--- src/rtl/freq_div_cfg_ctrl.sv ---
// Configuration controller for the Frequency_Divider: round-robin arbitration of two
// ratio requesters, then a quiesce -> load -> settle sequence on the divider pins.
module freq_div_cfg_ctrl #(
  parameter int DATA_WIDTH    = 32,
  parameter int LOAD_CYCLES   = 2,
  parameter int SETTLE_CYCLES = 1
) (
  input  logic                  i_clk,
  input  logic                  i_reset,
  input  logic                  i_run,
  input  logic                  i_req0_valid,
  input  logic [DATA_WIDTH-1:0] i_req0_ratio,
  output logic                  o_req0_ready,
  input  logic                  i_req1_valid,
  input  logic [DATA_WIDTH-1:0] i_req1_ratio,
  output logic                  o_req1_ready,
  output logic [DATA_WIDTH-1:0] o_div_din,
  output logic                  o_div_config,
  output logic                  o_div_enable,
  output logic                  o_busy,
  output logic                  o_cfg_done,
  output logic                  o_cfg_err,
  output logic                  o_grant_id,
  output logic [DATA_WIDTH-1:0] o_cur_ratio
);

  localparam int CMAX = (LOAD_CYCLES > SETTLE_CYCLES) ? LOAD_CYCLES : SETTLE_CYCLES;
  localparam int CW   = (CMAX > 1) ? $clog2(CMAX) : 1;

  typedef enum logic [1:0] {S_IDLE, S_QUIESCE, S_LOAD, S_SETTLE} state_t;

  state_t                r_state;
  state_t                w_state_nxt;
  logic [CW-1:0]         r_cnt;
  logic [CW-1:0]         w_cnt_nxt;
  logic [DATA_WIDTH-1:0] r_din;
  logic [DATA_WIDTH-1:0] r_cur_ratio;
  logic                  r_winner;
  logic                  r_last;
  logic                  r_configured;
  logic                  r_cfg_done;
  logic                  r_cfg_err;
  logic                  r_grant_id;

  logic                  w_idle;
  logic                  w_win;
  logic                  w_accept;
  logic [DATA_WIDTH-1:0] w_ratio;
  logic                  w_ratio_ok;
  logic                  w_fin;

  // Arbitration: a lone requester wins; on a tie the one not granted last wins.
  always_comb begin
    w_idle = (r_state == S_IDLE);
    if (i_req0_valid && i_req1_valid) w_win = ~r_last;
    else                              w_win = i_req1_valid;
    w_accept   = w_idle && (i_req0_valid || i_req1_valid);
    w_ratio    = w_win ? i_req1_ratio : i_req0_ratio;
    w_ratio_ok = (w_ratio > DATA_WIDTH'(1));
  end

  assign o_req0_ready = w_accept && !w_win;
  assign o_req1_ready = w_accept &&  w_win;

  always_ff @(posedge i_clk or posedge i_reset) begin
    if (i_reset) begin
      r_state <= S_IDLE;
      r_cnt   <= '0;
    end else begin
      r_state <= w_state_nxt;
      r_cnt   <= w_cnt_nxt;
    end
  end

  // The shared counter is reloaded on entry to LOAD and SETTLE and counts down to 0.
  always_comb begin
    w_state_nxt = r_state;
    w_cnt_nxt   = r_cnt;
    w_fin       = 1'b0;
    case (r_state)
      S_IDLE: begin
        if (w_accept && w_ratio_ok) w_state_nxt = S_QUIESCE;
      end
      S_QUIESCE: begin
        w_state_nxt = S_LOAD;
        w_cnt_nxt   = CW'(LOAD_CYCLES - 1);
      end
      S_LOAD: begin
        if (r_cnt == '0) begin
          w_state_nxt = S_SETTLE;
          w_cnt_nxt   = CW'(SETTLE_CYCLES - 1);
        end else begin
          w_cnt_nxt = r_cnt - CW'(1);
        end
      end
      S_SETTLE: begin
        if (r_cnt == '0) begin
          w_state_nxt = S_IDLE;
          w_fin       = 1'b1;
        end else begin
          w_cnt_nxt = r_cnt - CW'(1);
        end
      end
      default: w_state_nxt = S_IDLE;
    endcase
  end

  always_ff @(posedge i_clk or posedge i_reset) begin
    if (i_reset) begin
      r_din        <= '0;
      r_cur_ratio  <= '0;
      r_winner     <= 1'b0;
      r_last       <= 1'b1;
      r_configured <= 1'b0;
      r_cfg_done   <= 1'b0;
      r_cfg_err    <= 1'b0;
      r_grant_id   <= 1'b0;
    end else begin
      r_cfg_done <= 1'b0;
      r_cfg_err  <= 1'b0;
      if (w_accept) begin
        r_last <= w_win;
        if (w_ratio_ok) begin
          r_din    <= w_ratio;
          r_winner <= w_win;
        end else begin
          // Rejected ratios never reach the divider; only the error is reported.
          r_cfg_err  <= 1'b1;
          r_grant_id <= w_win;
        end
      end
      if (w_fin) begin
        r_cur_ratio  <= r_din;
        r_configured <= 1'b1;
        r_cfg_done   <= 1'b1;
        r_grant_id   <= r_winner;
      end
    end
  end

  assign o_div_din    = r_din;
  assign o_div_config = (r_state == S_LOAD);
  assign o_div_enable = w_idle && i_run && r_configured;
  assign o_busy       = !w_idle;
  assign o_cfg_done   = r_cfg_done;
  assign o_cfg_err    = r_cfg_err;
  assign o_grant_id   = r_grant_id;
  assign o_cur_ratio  = r_cur_ratio;

endmodule

--- config.mk ---
export PLATFORM = sky130hd
export DESIGN_NAME = freq_div_cfg_ctrl
export DESIGN_NICKNAME = d
export VERILOG_FILES = /design/src/rtl/freq_div_cfg_ctrl.sv
export SDC_FILE = /design/constraint.sdc
export NUM_CORES = 1
export LEC_CHECK = 0
export BUFFER_PORTS_ARGS = -buffer_cell sky130_fd_sc_hd__buf_2
export CAP_MARGIN = 40
export CELL_PAD_IN_SITES_DETAIL_PLACEMENT = 1
export CELL_PAD_IN_SITES_GLOBAL_PLACEMENT = 1
export CORE_MARGIN = 2
export CORE_UTILIZATION = 35
export DETAILED_ROUTE_END_ITERATION = 16
export HOLD_SLACK_MARGIN = 0.08
export PLACE_DENSITY_LB_ADDON = 0.12
export SYNTH_ARGS = -nofsm -noshare
export SYNTH_HDL_FRONTEND = slang
export SYNTH_SLANG_ARGS = --single-unit
--- constraint.sdc ---
create_clock -name i_clk -period 3.1 [get_ports i_clk]
set_input_delay 0.93 -clock i_clk [delete_from_list [all_inputs] [get_ports i_clk]]
set_output_delay 0.93 -clock i_clk [all_outputs]
set_load 0.01 [all_outputs]
==> key figures <==
Timing
  – Hold Vio Cnt, Final: 0
  – Setup Total Neg Slack: 0 ns
  – Tmin final: ~2.6 ns
  – Worst Tran Pin Value: around 0.46 ns
  – Slew Limit Fails: 0
  – Period utilization: a little over 80%
  – Fmax: 0.388 GHz
  – Slew margin rel.: between 60% and 70%
  – Finish-stage setup viols: 0
  – Unrepaired setup endpoints after global routing: no
  – Layout Skew: about 0.009 ns

Power
  – Highest ir drop seen on vdd: 0.420 mV
  – PD cells: between 900 and 1000 nW/um2
  – Leak: 2.37 nW
  – Pwr Total: around 4.4 mW

Placement
  – Estimated wirelength of the detail-placed design: around 8.0 mm
  – PortBufs: 140
  – Global placer's final weighted congestion: just under 0.9
  – Cell Area, Placed: between 4000 and 5000 um2

Clocking
  – Post_cts resized: 0
  – TritonCTS clock tree: done
  – Root Buffer: clkbuf_8
  – CTS max path bufs: 2
  – Clk sinks: 73
  – CTS buffer count: 9
  – Setup bufs post-CTS: 0
  – Clk slew on worst S/H paths: roughly 0.080 ns
  – H-tree Lvls: 3
  – CTS Hold Buffers Added: 0
  – Later-pin clock latency in the skew report: approximately 0.34 ns

Critical path
  – Delay of the slowest cell on the worst path: ~0.44 ns
  – Worst Setup End Kind: flop
  – CP Launch Type: input port
  – WP data arrival: between 2 and 3 ns
  – Critical Setup Path Class: input port to flop
  – Crit path cell chain: buf_2 > a21boi_4 > buf_4 > a41oi_1 > a21oi_1 > o21ai_2 > nand2b_4 > mux2_1
  – WP data required: 3.33 ns
  – CP Max Fanout: 27
  – Worst path slowest cell: buf_4

Drt
  – Via density: ~5.0
  – Vias post-DR: between 3,000 and 4,000
  – Detailed Route Iter0 Violations: ~110
  – Drt wl/cell: about 17 um
  – DRC: 0
  – Drt total wl: 11.0 mm
  – Final ANT Viol Nets: 0
  – Drt first pass iters: 4

Synthesis
  – Synth warnings: 0
  – Syn Area/Cell: between 9 and 10 um2
  – Seq/Total Area, Yosys: between 50 and 60%
  – Mapped Area: between 3000 and 4000 um2
  – Top cells by area, synth: dfrtp_1 53%, nand2_1 11%, mux2i_1 9.4%, o21ai_0 8.9%, nor4_1 2.0%
  – Post-Syn Nets: between 400 and 500
  – Cells after synthesis: 354
  – Register bit count reported by yosys: 73
  – Area share of the leading cell type in the synthesized netlist: 53.1%
  – Yosys cell types: 37
  – Post-synth top area cell: dfrtp_1

Run status
  – Status: completed

Min path
  – Hold crit path type: flop to flop

Layout
  – Area growth, synth to finish: 33.0%
  – # fillers: ~1,100
  – Post-layout nets: about 570
  – Antenna Cells: 0
  – Share of layout cells above drive strength 1: around a third
  – Design Area, Final: 4510 um2

Floorplan
  – Die H: a little over 100 um
  – Row count: 35
  – Core Area: slightly above 9000 um2
  – Die area: about 10,000 um2
  – # IOs: between 100 and 150
  – Die width: between 100 and 150 um
  – Initial Util: a little over a third

Global route
  – Vias in the first global route: between 3,000 and 4,000
  – Global Route Usage Sum: a little over a fifth
  – Total gr overflow: 0
  – Largest net degree at the start of global routing: 74
  – Global-route wire length before repair: roughly 17 mm
  – Initial antenna violation count: 1

Flow run
  – MaxCap Viol Count: 0
==> power breakdown <==
group	internal (mW)	total [mW]	switching (mW)
logic	0.704	1.76	1.06
clock network	0.556	0.920	0.364
registers	1.38	1.68	0.300
==> cells in the mapped netlist, drive strengths merged <==
master	n
nand2	98
dfrtp	72
o21ai	69
mux2i	32
clkbuf	12
nor4	12
buf	9
nor2	9
inv	5
ha	4
and3	3
nand2b	3
nand3	3
nand4	3
nor3	3
a21oi	2
a31oi	2
o21a	2
or4	2
a21boi	1
a21o	1
a41oi	1
and2	1
dfstp	1
mux2	1
o2111ai	1
o311ai	1
o31ai	1
==> flip-flops by register name, summed over array words and instances, names as in the netlist <==
register,flops
r_winner,1
r_cnt,1
r_configured,1
o_cfg_done,1
r_last,1
o_cfg_err,1
o_div_din,32
o_cur_ratio,32
o_grant_id,1
r_state,2
==> stage by stage <==
stage / std cells / utilization (%) / setup slack, ns / hold WS [ns]
detailed placement: 611 / 45.8 / 0.198 / 0.457
floorplan: 354 / - / 0.318 / 0.427
global placement: 611 / 45.8 / 0.338 / 0.442
finish: 627 / 48.4 / 0.523 / 0.473
global route: 627 / 48.4 / 0.358 / 0.499
CTS: 627 / 48.4 / 0.504 / 0.477
==> logic make-up after synthesis <==
logic type | after synthesis | share of synthesized area, %
adders and majority gates | 4 | 1.48
muxes | 33 | 9.78
and+or+nand+nor | 137 | 18.0
AOI/OAI and AO/OA | 81 | 13.1
buffers and inverters | 26 | 3.80
DFF | 73 | 53.9
==> area by class of cell <==
type	count	area (um2)	share of cell area (%)
clock inverters	5	103	2.27
inverters	5	20.0	0.444
well taps	129	161	3.58
flip-flops and latches	73	1830	40.5
repair buffers	149	806	17.9
clock buffers	11	141	3.13
multi-input cells	255	1450	32.2
==> cells in the final DEF (no fill, tap or decap), types with 2 or more instances in the layout <==
| master | n |
|---|---|
| a31oi_1 | 2 |
| buf_12 | 3 |
| clkinv_2 | 2 |
| dfrtp_1 | 72 |
| buf_2 | 140 |
| buf_4 | 6 |
| nand2_1 | 98 |
| nor2_1 | 9 |
| o21ai_0 | 59 |
| nor4_1 | 11 |
| o21ai_2 | 2 |
| clkbuf_8 | 10 |
| nor3_1 | 3 |
| o21ai_1 | 8 |
| nand4_1 | 3 |
| inv_1 | 4 |
| ha_1 | 4 |
| and3_1 | 3 |
| a21oi_1 | 2 |
| nand3_1 | 3 |
| mux2i_1 | 32 |
| bufinv_16 | 3 |
==> critical path: cells and delay by family <==
kind	cells	cell delay (ns)
and+or+nand+nor	1	0.13
muxes	1	0.32
AOI/OAI and AO/OA	4	0.87
buffers and inverters	2	0.55
==> final timing paths <==
check,startpoint,end,slack (ns),cells past startpoint
max in group asynchronous,i_reset,r_last,2.12,3
min reg2reg,r_configured,r_configured,0.47,1
max,i_req1_valid,r_winner,0.52,8
max reg2reg,r_last,r_winner,0.85,7
min,r_configured,r_configured,0.47,1
min in group asynchronous,i_reset,o_cur_ratio[24],0.66,3
==> routing by layer <==
| metal | vias to the layer above | share of wire (%) | track usage (%) |
|---|---|---|---|
| met1 | 1498 | 44 | 27.8 |
| met4 | 2 | 2.0 | 7.90 |
| met3 | 18 | 6.5 | 4.65 |
| li1 | 1494 | - | - |
| met5 | - | 0.10 | 0 |
| met2 | 111 | 47 | 35.0 |
Note: power is estimated with default switching activity, not from simulation.
